<file path="src/rtl/inst_fetch_ctrl_pkg.sv">
// Shared types for the instruction fetch controller:
// FSM encoding, prefetch entry layout and sequential-PC helper.
package inst_fetch_ctrl_pkg;

  localparam int          IFQ_DEPTH  = 4;
  localparam logic [31:0] INST_BYTES = 32'd4;

  typedef enum logic [1:0] {
    IF_FETCH = 2'd0,
    IF_WAIT  = 2'd1,
    IF_DRAIN = 2'd2
  } if_state_e;

  typedef struct packed {
    logic [31:0] addr;
    logic [31:0] inst;
  } fetch_entry_t;

  function automatic logic [31:0] seq_pc(
    input logic [31:0] pc
  );
    return pc + INST_BYTES;
  endfunction

endpackage

</file>
<file path="src/rtl/inst_fetch_ctrl_if.sv">
// I-cache and decoder side signals of the fetch controller.
// master = fetch controller, slave = i-cache/decoder environment.
interface inst_fetch_ctrl_if;

  logic        icache_req;
  logic [31:0] icache_addr;
  logic        icache_ack;
  logic [31:0] icache_inst;
  logic        dec_valid;
  logic [31:0] dec_inst;
  logic [31:0] dec_inst_addr;
  logic        start_decoder;
  logic        issue_signal;
  logic [31:0] next_pc;
  logic        wrong_predicted;
  logic [31:0] correct_pc;

  modport master (
    output icache_req,
    output icache_addr,
    input  icache_ack,
    input  icache_inst,
    output dec_valid,
    output dec_inst,
    output dec_inst_addr,
    output start_decoder,
    input  issue_signal,
    input  next_pc,
    input  wrong_predicted,
    input  correct_pc
  );

  modport slave (
    input  icache_req,
    input  icache_addr,
    output icache_ack,
    output icache_inst,
    input  dec_valid,
    input  dec_inst,
    input  dec_inst_addr,
    input  start_decoder,
    output issue_signal,
    output next_pc,
    output wrong_predicted,
    output correct_pc
  );

endinterface

</file>
<file path="src/rtl/inst_fetch_ctrl_fifo.sv">
// Prefetch FIFO: circular buffer of {addr, inst} entries.
// Clear wins over push/pop; en_in low freezes everything.
module inst_fetch_ctrl_fifo
  import inst_fetch_ctrl_pkg::*;
#(
  parameter int DEPTH = IFQ_DEPTH
) (
  input  logic         clk_in,
  input  logic         rst_in,
  input  logic         en_in,
  input  logic         clear,
  input  logic         push,
  input  logic         pop,
  input  fetch_entry_t wdata,
  output fetch_entry_t head,
  output logic         full,
  output logic         empty
);

  localparam int AW = $clog2(DEPTH);
  localparam int CW = AW + 1;

  fetch_entry_t  mem_q [DEPTH];
  fetch_entry_t  mem_d [DEPTH];
  logic [AW-1:0] rd_ptr_q, rd_ptr_d;
  logic [AW-1:0] wr_ptr_q, wr_ptr_d;
  logic [CW-1:0] count_q, count_d;
  logic          do_pop;

  assign empty  = (count_q == '0);
  assign full   = (count_q == CW'(DEPTH));
  assign head   = mem_q[rd_ptr_q];
  assign do_pop = pop && !empty;

  always_comb begin
    mem_d    = mem_q;
    rd_ptr_d = rd_ptr_q;
    wr_ptr_d = wr_ptr_q;
    count_d  = count_q;
    if (clear) begin
      rd_ptr_d = '0;
      wr_ptr_d = '0;
      count_d  = '0;
    end else begin
      if (push) begin
        mem_d[wr_ptr_q] = wdata;
        wr_ptr_d = wr_ptr_q + AW'(1);
      end
      if (do_pop) begin
        rd_ptr_d = rd_ptr_q + AW'(1);
      end
      unique case ({push, do_pop})
        2'b10:   count_d = count_q + CW'(1);
        2'b01:   count_d = count_q - CW'(1);
        default: count_d = count_q;
      endcase
    end
  end

  always_ff @(posedge clk_in or negedge rst_in) begin
    if (!rst_in) begin
      for (int i = 0; i < DEPTH; i++) begin
        mem_q[i] <= '0;
      end
      rd_ptr_q <= '0;
      wr_ptr_q <= '0;
      count_q  <= '0;
    end else if (en_in) begin
      mem_q    <= mem_d;
      rd_ptr_q <= rd_ptr_d;
      wr_ptr_q <= wr_ptr_d;
      count_q  <= count_d;
    end
  end

endmodule

</file>
<file path="src/rtl/inst_fetch_ctrl.sv">
// Instruction fetch controller: i-cache request FSM feeding a
// prefetch FIFO whose head is offered to the decoder.
module inst_fetch_ctrl
  import inst_fetch_ctrl_pkg::*;
#(
  parameter int          QDEPTH   = IFQ_DEPTH,
  parameter logic [31:0] RESET_PC = 32'h0
) (
  input logic              clk_in,
  input logic              rst_in,
  input logic              rdy_in,
  inst_fetch_ctrl_if.master bus
);

  if_state_e    state_q, state_d;
  logic [31:0]  fetch_pc_q, fetch_pc_d;
  logic [31:0]  addr_q, addr_d;
  logic         req_q, req_d;

  fetch_entry_t head;
  fetch_entry_t wdata;
  logic         full, empty;
  logic         flush, pop, redirect, clear, push;
  logic [31:0]  target;

  // Flush outranks issue; a popped head whose successor is not
  // sequential restarts fetch at next_pc.
  assign flush    = bus.wrong_predicted;
  assign pop      = bus.issue_signal && !empty && !flush;
  assign redirect = pop && (bus.next_pc != seq_pc(head.addr));
  assign clear    = flush || redirect;
  assign target   = flush ? bus.correct_pc : bus.next_pc;
  assign push     = (state_q == IF_WAIT) && bus.icache_ack && !clear;
  assign wdata    = '{addr: fetch_pc_q, inst: bus.icache_inst};

  inst_fetch_ctrl_fifo #(
    .DEPTH (QDEPTH)
  ) u_fifo (
    .clk_in (clk_in),
    .rst_in (rst_in),
    .en_in  (rdy_in),
    .clear  (clear),
    .push   (push),
    .pop    (pop),
    .wdata  (wdata),
    .head   (head),
    .full   (full),
    .empty  (empty)
  );

  always_comb begin
    state_d    = state_q;
    fetch_pc_d = fetch_pc_q;
    req_d      = req_q;
    addr_d     = addr_q;
    unique case (state_q)
      IF_FETCH: begin
        if (clear) begin
          fetch_pc_d = target;
        end else if (!full) begin
          req_d   = 1'b1;
          addr_d  = fetch_pc_q;
          state_d = IF_WAIT;
        end
      end
      IF_WAIT: begin
        if (clear) begin
          fetch_pc_d = target;
          if (bus.icache_ack) begin
            req_d   = 1'b0;
            state_d = IF_FETCH;
          end else begin
            state_d = IF_DRAIN;
          end
        end else if (bus.icache_ack) begin
          fetch_pc_d = seq_pc(fetch_pc_q);
          req_d      = 1'b0;
          state_d    = IF_FETCH;
        end
      end
      IF_DRAIN: begin
        if (clear) begin
          fetch_pc_d = target;
        end
        if (bus.icache_ack) begin
          req_d   = 1'b0;
          state_d = IF_FETCH;
        end
      end
      default: begin
        req_d   = 1'b0;
        state_d = IF_FETCH;
      end
    endcase
  end

  always_ff @(posedge clk_in or negedge rst_in) begin
    if (!rst_in) begin
      state_q    <= IF_FETCH;
      fetch_pc_q <= RESET_PC;
      req_q      <= 1'b0;
      addr_q     <= '0;
    end else if (rdy_in) begin
      state_q    <= state_d;
      fetch_pc_q <= fetch_pc_d;
      req_q      <= req_d;
      addr_q     <= addr_d;
    end
  end

  assign bus.icache_req    = req_q;
  assign bus.icache_addr   = addr_q;
  assign bus.dec_valid     = !empty;
  assign bus.dec_inst      = head.inst;
  assign bus.dec_inst_addr = head.addr;
  assign bus.start_decoder = !empty && !bus.wrong_predicted;

endmodule

</file>
<file path="src/flat_wrapper.sv">
// flat-port wrapper written by rule: the top's interface ports become plain ports
module inst_fetch_ctrl_flat import inst_fetch_ctrl_pkg::*;
#(
  parameter int          QDEPTH   = IFQ_DEPTH,
  parameter logic [31:0] RESET_PC = 32'h0
)
  (clk_in, rst_in, rdy_in, bus_icache_req, bus_icache_addr, bus_icache_ack, bus_icache_inst, bus_dec_valid, bus_dec_inst, bus_dec_inst_addr, bus_start_decoder, bus_issue_signal, bus_next_pc, bus_wrong_predicted, bus_correct_pc);
  inst_fetch_ctrl_if bus_i ();
  input logic clk_in;
  input logic rst_in;
  input logic rdy_in;
  output wire logic [$bits(bus_i.icache_req)-1:0] bus_icache_req;
  output wire logic [$bits(bus_i.icache_addr)-1:0] bus_icache_addr;
  input wire logic [$bits(bus_i.icache_ack)-1:0] bus_icache_ack;
  input wire logic [$bits(bus_i.icache_inst)-1:0] bus_icache_inst;
  output wire logic [$bits(bus_i.dec_valid)-1:0] bus_dec_valid;
  output wire logic [$bits(bus_i.dec_inst)-1:0] bus_dec_inst;
  output wire logic [$bits(bus_i.dec_inst_addr)-1:0] bus_dec_inst_addr;
  output wire logic [$bits(bus_i.start_decoder)-1:0] bus_start_decoder;
  input wire logic [$bits(bus_i.issue_signal)-1:0] bus_issue_signal;
  input wire logic [$bits(bus_i.next_pc)-1:0] bus_next_pc;
  input wire logic [$bits(bus_i.wrong_predicted)-1:0] bus_wrong_predicted;
  input wire logic [$bits(bus_i.correct_pc)-1:0] bus_correct_pc;
  assign bus_icache_req = bus_i.icache_req;
  assign bus_icache_addr = bus_i.icache_addr;
  assign bus_i.icache_ack = bus_icache_ack;
  assign bus_i.icache_inst = bus_icache_inst;
  assign bus_dec_valid = bus_i.dec_valid;
  assign bus_dec_inst = bus_i.dec_inst;
  assign bus_dec_inst_addr = bus_i.dec_inst_addr;
  assign bus_start_decoder = bus_i.start_decoder;
  assign bus_i.issue_signal = bus_issue_signal;
  assign bus_i.next_pc = bus_next_pc;
  assign bus_i.wrong_predicted = bus_wrong_predicted;
  assign bus_i.correct_pc = bus_correct_pc;
  inst_fetch_ctrl #(.QDEPTH(QDEPTH), .RESET_PC(RESET_PC)) u_core (.clk_in(clk_in), .rst_in(rst_in), .rdy_in(rdy_in), .bus(bus_i));
endmodule
</file>
<file path="config.mk">
export PLATFORM = sky130hd
export DESIGN_NAME = inst_fetch_ctrl_flat
export DESIGN_NICKNAME = d
export VERILOG_FILES = /design/src/rtl/inst_fetch_ctrl_pkg.sv /design/src/rtl/inst_fetch_ctrl_if.sv /design/src/rtl/inst_fetch_ctrl_fifo.sv /design/src/rtl/inst_fetch_ctrl.sv /design/src/flat_wrapper.sv
export SDC_FILE = /design/constraint.sdc
export NUM_CORES = 1
export LEC_CHECK = 0
export BUFFER_PORTS_ARGS = -buffer_cell sky130_fd_sc_hd__buf_2
export CAP_MARGIN = 5
export CORE_ASPECT_RATIO = 1.4
export CORE_MARGIN = 3
export CORE_UTILIZATION = 56
export CTS_BUF_LIST = sky130_fd_sc_hd__clkbuf_4 sky130_fd_sc_hd__clkbuf_8
export DETAILED_ROUTE_END_ITERATION = 8
export PLACE_DENSITY = 0.77
export SYNTH_ARGS = -nofsm -noshare
export SYNTH_HDL_FRONTEND = slang
export SYNTH_SLANG_ARGS = --single-unit
export TNS_END_PERCENT = 20
</file>
<file path="constraint.sdc">
create_clock -name clk_in -period 7.7 [get_ports clk_in]
set_input_delay 1.155 -clock clk_in [delete_from_list [all_inputs] [get_ports clk_in]]
set_output_delay 1.155 -clock clk_in [all_outputs]
set_load 0.01 [all_outputs]
</file>
==> results of run 1 <==
[final cells by class]
cell class / instances / area (um^2)
Timing Repair Buffer: 219 / 1180
Multi-Input combinational cell: 868 / 8290
Fill cell: 2329 / 10600
Sequential cell: 330 / 8260
Tap cell: 385 / 482
Clock inverter: 6 / 82.6
Clock buffer: 85 / 1020
Inverter: 30 / 113
[Yosys cell counts (all sizes together), types with 24 or more instances]
cell	count
mux2	310
nor2	53
xnor2	25
buf	57
nand4	24
mux2i	34
clkbuf	37
mux4	64
dfrtp	330
inv	30
nand2	54
nand3	32
[registers in the layout, indices dropped and copies added (netlist names)]
name,flops
u_core.u_fifo.mem_q,256
u_core.bus.icache_req,1
u_core.u_fifo.wr_ptr_q,2
u_core.fetch_pc_q,32
u_core.state_q,2
u_core.u_fifo.rd_ptr_q,2
u_core.bus.icache_addr,32
u_core.u_fifo.count_q,3
[cell families after synthesis]
logic type,share of synthesized area
fa+ha+maj,0.00995
compound gates,0.0624
flops,0.483
buf+inv,0.0348
simple gates,0.0825
mux,0.308
xor+xnor,0.0190
[worst paths after layout]
check                                                         to  slack [ns]  cells after the start
min in group asynchronous       u_core.fetch_pc_q[8]$_DFFE_PN0P_        0.50                      1
hold / removal              u_core.u_fifo.mem_q[140]$_DFFE_PN0P_        0.48                      1
setup / recovery            u_core.u_fifo.mem_q[130]$_DFFE_PN0P_        1.62                     11
hold reg to reg             u_core.u_fifo.mem_q[140]$_DFFE_PN0P_        0.48                      1
setup reg to reg            u_core.u_fifo.mem_q[130]$_DFFE_PN0P_        1.62                     11
max in group asynchronous  u_core.u_fifo.rd_ptr_q[0]$_DFFE_PN0P_        5.58                      2
[cells in the final DEF (no fill, tap or decap), drive strengths merged, types with 3 or more instances in the layout]
cell type  count
dfrtp        330
mux2         310
buf          219
clkbuf        85
mux4          64
nand2         54
nor2          53
mux2i         34
nand3         32
inv           30
xnor2         25
nand4         24
a21oi         21
a31oi         20
nor3          20
a221oi        19
o21ai         18
and3          17
o31ai         13
and4          12
xor2          12
ha            12
nor4          12
a31o           9
and2           8
o32ai          7
or3            6
or4            6
nor3b          6
nand2b         5
o22ai          4
o211ai         4
a2bb2oi        3
clkinv         3
[power breakdown]
group	internal (mW)	switching (mW)
sequential	2.30	0.503
combinational	1.17	1.26
clock	0.898	0.667
total	4.36	2.43
[per-layer routing]
layer	wire length, um	vias up	track usage
li1	-	5318	-
met1	17000	6240	0.335
met2	21500	495	0.453
met3	3420	114	0.0588
met4	1610	6	0.103
met5	22	-	0
[stage by stage]
stage | power (mW) | utilization | instance area (um^2)
global route | 7.18 | 0.647 | 19400
global placement | 5.14 | 0.610 | 18300
CTS | 6.81 | 0.647 | 19400
detailed placement | 5.24 | 0.610 | 18300
finish | 6.79 | 0.647 | 19400
floorplan | 4.36 | - | 17100
==> flow_summary.yaml, run 1 <==
sta:
  fin_skew_ns: 0.0256
  final-setup-viol-count: 0
  rsz0062_at_grt: "no"
  slew_headroom: 0.215
  hold_viol: 0
  period_share: 0.790
  worst_pin_slew_ns: 1.18
  layout_min_cycle_time_ns: 6.08
  worst_hold_slack_ns: 0.484
  fin_setup_tns_ns: 0
  maxSlewViolCount: 0
  layout_setup_ws_ns: 1.62
  fmax_mhz: 164
place:
  placed_cells: 1832
  gp_congestion: 0.983
  dpl.hpwl_um: 29600
  place_ws_ns: 1.67
  port_buffers: 200
cts:
  cts_setup_buffers: 0
  htree_levels: 2
  holdBufCountCts: 0
  clk_latency_ns: 0.59
  root_buffer: "clkbuf_8"
  cts.clk_slew.worst_paths_ns: 0.06
  cts_buffer_depth: 3
  cts_made_buffers: 51
  cts-resized-gates: 0
  cts_tree: "yes"
  numClockSinks: 330
critical_path:
  crit_buf_inv: 2
  worst-setup-path-type: "reg2reg"
  cp_data_required_time_ns: 8.14
  crit_chain: "buf_4, mux4_2, xnor2_1, nand3b_1, a2111oi_0, nor3_1, a221oi_2, a21oi_2, nor3_4, buf_12, mux2_1"
  critical-path-slowest-cell: "dfrtp_4"
  crit_path_start_kind: "register"
  cp-end-kind: "register"
  crit_fanout: 55
  rr_startpoint: "u_core.u_fifo.rd_ptr_q[0]$_DFFE_PN0P_"
  critPathTopFamily: "compound AO/OA/AOI/OAI gates"
  cp_data_arrival_time_ns: 6.53
  worstSetupStartpoint: "u_core.u_fifo.rd_ptr_q[0]$_DFFE_PN0P_"
  max_stage_delay_ns: 0.97
logic_synthesis:
  synth_top_area_share: 0.483
  yosys_most_used_dff: "dfrtp_1"
  avgSynthCellArea_um2: 12.9
  synth-async-reset-ratio: 1.00
  ys_ff_latch: 330
  synthTopCellsByArea: "dfrtp_1, mux2_2, mux4_2"
  synth_area_um2: 17100
  synth_fp_nets: 1437
  ys_seq_area_frac: 0.483
  synth_edf_count: 0
  netlist_instances: 1322
  ys_warn_count: 0
  ys_types: 67
  synth_area_leader_cell: "dfrtp_1"
global_route:
  grt_use_total: 0.266
  antenna_found_initial: 3
  grt_max_degree: 183
  grt_pass1_vias: 12814
  gr-total-overflow: 0
  grt_pass1_wl_um: 69700
finish:
  final_cells: 1923
  n_antenna_cell: 0
  final_nets: 1615
  area_growth_pct: 13.6
  drive_gt1_frac: 0.415
route:
  post-route-drc-count: 0
  drtAntennaViolNets: 0
  wl_per_cell_um: 22.7
  wl_um: 43600
  drtIter0Drc: 904
  via_per_inst: 6.33
  vias: 12173
  dr.pass1.iters: 5
floorplanning:
  die-width_um: 154
  die_area_um2: 32700
  ioPinCount: 201
  core_area_um2: 30000
  rows: 75
  initial_core_util: 0.569
  die_h_um: 213
pwr:
  peakVddDrop_mv: 0.191
  p_leak_nw: 8.83
  power_density_nw_per_um2: 349
job:
  cap_violations: 0
min_path:
  min_path_type: "reg2reg"
  min_from: "u_core.u_fifo.mem_q[140]$_DFFE_PN0P_"
run_status:
  outcome: "finished clean"
Power figures use the tool's default switching activity.
==> run 2, diff against run 1 <==
==> constraint.sdc (replaced) <==
create_clock -name clk_in -period 5.8 [get_ports clk_in]
set_input_delay 0.87 -clock clk_in [delete_from_list [all_inputs] [get_ports clk_in]]
set_output_delay 0.87 -clock clk_in [all_outputs]
set_load 0.01 [all_outputs]
==> run 2 against run 1 <==
- first-iteration DRC count is 12% lower
- core utilization is 0.53 points higher
- wire length is 1.8% lower
- clock skew is 0.0048 ns lower
- clock power is 33% higher
- non-clock buffer count is 9 higher
- global-route usage is 0.64 points lower
- cell area is 0.82% higher
- sequential share of layout area is 0.35 points lower
- die area stayed put
- count of clock-buffer cells in the layout stayed put
- critical path depth is 2 higher
- critical path type unchanged
- largest cell class unchanged
- largest power group unchanged
==> flow_summary.yaml, run 2 (synthesized netlist as in run 1, its figures left out) <==
run_status:
  outcome: "finished clean"
critical_path:
  endpoint: "u_core.u_fifo.mem_q[230]$_DFFE_PN0P_"
  worstSetupStartpoint: "u_core.u_fifo.rd_ptr_q[0]$_DFFE_PN0P_"
  r2r_cells: 13
  worst-setup-path-type: "reg2reg"
  crit_buf_inv: 1
  r2r_end: "u_core.u_fifo.mem_q[230]$_DFFE_PN0P_"
  crit_fanout: 27
  max_stage_delay_ns: 0.69
  crit_path_frequent_cell: "and4_1"
  crit_path_start_kind: "register"
  cp_data_arrival_time_ns: 5.76
  crit_chain: "mux4_2, ha_1, nand2_1, o22a_1, nor4_2, and4_1, o211ai_1, nor4_1, and4_1, a21oi_2, nor3_4, buf_4, mux2_2"
  cp-end-kind: "register"
  critPathTopFamily: "simple AND/OR/NAND/NOR gates"
  cp_data_required_time_ns: 6.27
  critical-path-slowest-cell: "nor4_2"
  cp.depth: 13
  r2r_slack_ns: 0.50
  rr_startpoint: "u_core.u_fifo.rd_ptr_q[0]$_DFFE_PN0P_"
finish:
  n_antenna_cell: 0
  drive_gt1_frac: 0.419
  ff_latch_area_um2: 8260
  final_util: 0.652
  final_cell_area_um2: 19600
  largest_register_ffs: 256
  final_nets: 1623
  final_cells: 1933
  top_register: "u_core.u_fifo.mem_q"
  n_fill_cell: 2297
  final_cell_mix: "dfrtp_1, mux2_2, buf_2, mux2_1, clkbuf_8"
  layout_commonest_cell: "dfrtp_1"
  multi_input_area_um2: 8290
  area_growth_pct: 14.5
floorplanning:
  die_h_um: 213
  initial_core_util: 0.569
  die_area_um2: 32700
  ioPinCount: 201
  die-width_um: 154
  core_area_um2: 30000
  rows: 75
cts:
  cts.clk_slew.worst_paths_ns: 0.06
  cts-resized-gates: 0
  clk_latency_ns: 0.60
  holdBufCountCts: 0
  numClockSinks: 330
  cts_made_buffers: 50
  htree_levels: 2
  cts_tree: "yes"
  root_buffer: "clkbuf_8"
  cts_setup_buffers: 0
  cts_buffer_depth: 3
global_route:
  grt_pass1_vias: 12491
  gr-total-overflow: 0
  antenna_found_initial: 3
  grt_max_degree: 148
  grt_pass1_wl_um: 67800
  grt_use_total: 0.260
sta:
  worst_hold_slack_ns: 0.346
  fin_skew_ns: 0.0209
  worst_pin_slew_ns: 0.900
  maxSlewViolCount: 0
  period_share: 0.913
  hold_viol: 0
  final-setup-viol-count: 0
  rsz0062_at_grt: "no"
  fin_setup_tns_ns: 0
  fmax_mhz: 189
  slew_headroom: 0.395
  layout_min_cycle_time_ns: 5.30
  layout_setup_ws_ns: 0.504
place:
  dpl.hpwl_um: 29200
  placed_cell_area_um2: 18500
  placed_cells: 1841
  port_buffers: 200
  gp_congestion: 0.958
  place_ws_ns: 0.600
pwr:
  peakVddDrop_mv: 0.321
  power_density_nw_per_um2: 459
  p_leak_nw: 8.90
  total_power_mw: 9.00
route:
  drtAntennaViolNets: 0
  wl_per_cell_um: 22.1
  vias: 12214
  wl_um: 42800
  via_per_inst: 6.32
  dr.pass1.iters: 5
  post-route-drc-count: 0
  drtIter0Drc: 793
min_path:
  min_path_type: "in2async"
job:
  cap_violations: 0
==> run 2: worst register-to-register path, delay by kind of cell (launching register included) <==
family / cells / cell delay [ns]
and+or+nand+nor: 6 / 2.24
muxes: 2 / 0.93
AOI/OAI and AO/OA: 3 / 0.65
DFF: 1 / 0.64
buffers and inverters: 1 / 0.45
adders and majority gates: 1 / 0.27
==> run 2: worst min-delay path by stage <==
stage / to / cells past startpoint
after floorplan: u_core.u_fifo.mem_q[104]$_DFFE_PN0P_ / 1
after detailed placement: u_core.u_fifo.mem_q[47]$_DFFE_PN0P_ / 1
after global placement: u_core.u_fifo.mem_q[158]$_DFFE_PN0P_ / 1
final: u_core.u_fifo.mem_q[235]$_DFFE_PN0P_ / 1
after CTS: u_core.u_fifo.mem_q[176]$_DFFE_PN0P_ / 1
after global routing: u_core.u_fifo.mem_q[235]$_DFFE_PN0P_ / 1
==> run 2: metal layers <==
layer | global-route usage | vias up | part of all wire
met5 | 0 | - | 0.00051
met4 | 0.0932 | 6 | 0.032
met3 | 0.0519 | 89 | 0.073
met2 | 0.453 | 496 | 0.51
met1 | 0.325 | 6252 | 0.39
li1 | - | 5371 | -
==> run 2: power breakdown <==
| group | total, mW | switching, mW | internal (mW) | leakage (nW) |
|---|---|---|---|---|
| logic | 3.24 | 1.67 | 1.56 | 4.02 |
| clock network | 2.08 | 0.895 | 1.19 | 0.601 |
| registers | 3.68 | 0.632 | 3.05 | 4.28 |
==> run 2: area by class of cell <==
class | count | share of cell area
Clock buffer | 85 | 0.0537
Clock inverter | 7 | 0.00345
Inverter | 30 | 0.00575
Multi-Input combinational cell | 868 | 0.423
Sequential cell | 330 | 0.422
Tap cell | 385 | 0.0246
Timing Repair Buffer | 228 | 0.0675
==> run 3, diff against run 2 <==
--- a/config.mk
+++ b/config.mk
@@ -9,10 +9,11 @@
 export CAP_MARGIN = 5
 export CORE_ASPECT_RATIO = 1.4
 export CORE_MARGIN = 3
-export CORE_UTILIZATION = 56
+export CORE_UTILIZATION = 50
 export CTS_BUF_LIST = sky130_fd_sc_hd__clkbuf_4 sky130_fd_sc_hd__clkbuf_8
 export DETAILED_ROUTE_END_ITERATION = 8
-export PLACE_DENSITY = 0.77
+export PLACE_DENSITY = 0.7
+export SLEW_MARGIN = 30
 export SYNTH_ARGS = -nofsm -noshare
 export SYNTH_HDL_FRONTEND = slang
 export SYNTH_SLANG_ARGS = --single-unit
==> constraint.sdc (replaced) <==
create_clock -name clk_in -period 5.2 [get_ports clk_in]
set_input_delay 0.78 -clock clk_in [delete_from_list [all_inputs] [get_ports clk_in]]
set_output_delay 0.78 -clock clk_in [all_outputs]
set_load 0.01 [all_outputs]
==> run 3 against run 2 <==
- first-iteration DRC count is 3.0% lower
- combinational power up 13%
- cell area is 1.0% higher
- highest routed layer unchanged
- critical endpoint is now u_core.u_fifo.count_q[2]$_DFFE_PN0P_
==> flow_summary.yaml, run 3 (synthesized netlist as in run 1, its figures left out) <==
run_status:
  outcome: "finished clean"
critical_path:
  worst-setup-path-type: "reg2reg"
  cp_data_required_time_ns: 5.71
  crit_path_start_kind: "register"
  crit_fanout: 9
  r2r_cells: 15
  critical-path-slowest-cell: "or4_1"
  crit_chain: "mux4_2, ha_1, nand2_1, o22a_1, or4_1, or4_1, a221oi_2, nor2_1, nor2_1, nand2_1, ha_1, fa_1, xnor2_1, or3_1, o2bb2ai_1"
  rr_startpoint: "u_core.u_fifo.rd_ptr_q[0]$_DFFE_PN0P_"
  r2r_end: "u_core.u_fifo.count_q[2]$_DFFE_PN0P_"
  r2r_slack_ns: 0.25
  cp-end-kind: "register"
  max_stage_delay_ns: 0.64
  cp_data_arrival_time_ns: 5.46
global_route:
  grt_use_total: 0.241
  grt_pass1_wl_um: 69200
  gr-total-overflow: 0
  antenna_found_initial: 2
  grt_pass1_vias: 12488
  grt_max_degree: 112
finish:
  final_cells: 2007
  area_growth_pct: 15.7
  final_cell_area_um2: 19800
  final_util: 0.590
  layout_commonest_cell: "dfrtp_1"
  ff_latch_area_um2: 8260
  largest_register_ffs: 256
  final_cell_mix: "dfrtp_1, mux2_2, buf_2, mux2_1, mux4_2"
  final_nets: 1633
  top_register: "u_core.u_fifo.mem_q"
  n_fill_cell: 2743
  drive_gt1_frac: 0.424
  multi_input_area_um2: 8290
sta:
  fin_setup_tns_ns: 0
  final-setup-viol-count: 0
  period_share: 0.952
  worst_pin_slew_ns: 0.750
  maxSlewViolCount: 0
  fmax_mhz: 202
  rsz0062_at_grt: "no"
  hold_viol: 0
  layout_min_cycle_time_ns: 4.95
  fin_skew_ns: 0.0189
  slew_headroom: 0.496
floorplanning:
  die-width_um: 162
  initial_core_util: 0.510
  rows: 79
  die_area_um2: 36500
  ioPinCount: 201
  die_h_um: 225
  core_area_um2: 33500
cts:
  cts.clk_slew.worst_paths_ns: 0.06
  cts_setup_buffers: 0
  cts-resized-gates: 0
  htree_levels: 2
  root_buffer: "clkbuf_8"
  cts_tree: "yes"
  cts_made_buffers: 51
  clk_latency_ns: 0.59
  numClockSinks: 330
  cts_buffer_depth: 3
  holdBufCountCts: 0
route:
  wl_um: 43900
  vias: 12011
  drtIter0Drc: 769
  post-route-drc-count: 0
  dr.pass1.iters: 5
  drtAntennaViolNets: 0
  via_per_inst: 5.98
  wl_per_cell_um: 21.9
place:
  gp_congestion: 0.939
  placed_cells: 1910
  port_buffers: 200
  placed_cell_area_um2: 18600
  dpl.hpwl_um: 30200
pwr:
  internal_power_mw: 6.51
  peakVddDrop_mv: 0.280
  seqPwrFrac: 0.405
  clock_power_share: 0.234
  p_leak_nw: 8.96
  switching_share: 0.357
  netSwitchingPower_mw: 3.62
  pwr-share-comb: 0.361
  power_density_nw_per_um2: 512
job:
  cap_violations: 0
min_path:
  min_path_type: "in2async"
[run 3: cell types whose count changed in the layout (fill, tap and decap cells not counted), sizes merged]
cell	before	now
bufinv	1	2
clkinvlp	0	2
inv	32	31
buf	228	237
diode	0	1
clkinv	4	6
[run 3: area by class of cell]
class | count | area share
inverter | 30 | 0.00569
clock buffer | 85 | 0.0519
clock inverter | 11 | 0.00575
antenna | 1 | 0.000126
tap | 445 | 0.0281
sequential | 330 | 0.418
multi-input combinational | 868 | 0.419
timing repair buffer | 237 | 0.0721
[run 3: metrics by stage]
| stage | hold slack [ns] | worst slack (ns) | power (mW) |
|---|---|---|---|
| final | 0.165 | 0.251 | 10.1 |
| after global routing | 0.188 | 0.0356 | 10.7 |
| after global placement | 0.462 | 0.397 | 7.66 |
| after CTS | 0.164 | 0.281 | 10.2 |
| after floorplan | 0.452 | 0.140 | 6.45 |
| after detailed placement | 0.469 | 0.286 | 7.80 |
[run 3: worst max path at each step]
stage / start / end / slack, ns / depth (start not counted)
floorplan: u_core.u_fifo.rd_ptr_q[0]$_DFFE_PN0P_ / u_core.u_fifo.count_q[2]$_DFFE_PN0P_ / 0.14 / 19
global placement: u_core.u_fifo.rd_ptr_q[0]$_DFFE_PN0P_ / u_core.u_fifo.count_q[2]$_DFFE_PN0P_ / 0.40 / 15
detailed placement: u_core.u_fifo.rd_ptr_q[0]$_DFFE_PN0P_ / u_core.u_fifo.count_q[2]$_DFFE_PN0P_ / 0.29 / 15
CTS: u_core.u_fifo.rd_ptr_q[0]$_DFFE_PN0P_ / u_core.u_fifo.count_q[2]$_DFFE_PN0P_ / 0.28 / 15
global route: u_core.u_fifo.rd_ptr_q[0]$_DFFE_PN0P_ / u_core.u_fifo.count_q[2]$_DFFE_PN0P_ / 0.04 / 16
finish: u_core.u_fifo.rd_ptr_q[0]$_DFFE_PN0P_ / u_core.u_fifo.count_q[2]$_DFFE_PN0P_ / 0.25 / 15
[run 3: metal layers]
metal	vias to the layer above	GRT usage	wire (um)
li1	5384	-	-
met1	6139	0.297	17400
met2	398	0.419	22400
met4	2	0.0771	1260
met3	88	0.0555	2890
met5	-	0	13
[run 3: critical path, delay by kind of cell (launching register included)]
kind	cells	cell delay, ns
AO/OA/AOI/OAI	3	0.81
XOR/XNOR	1	0.15
adder cells (fa/ha/maj)	3	0.89
flip-flops	1	0.56
multiplexers	1	0.45
AND/OR/NAND/NOR	7	1.99
[run 3: power by group through the flow]
stage	Combinational, mW	Clock [mW]	Sequential, mW
3_3_place_gp	3.58	0	4.08
4_1_cts	3.68	2.43	4.10
2_1_floorplan	2.62	0	3.83
6_report	3.65	2.37	4.11
5_1_grt	3.95	2.54	4.22
3_5_place_dp	3.66	0	4.14
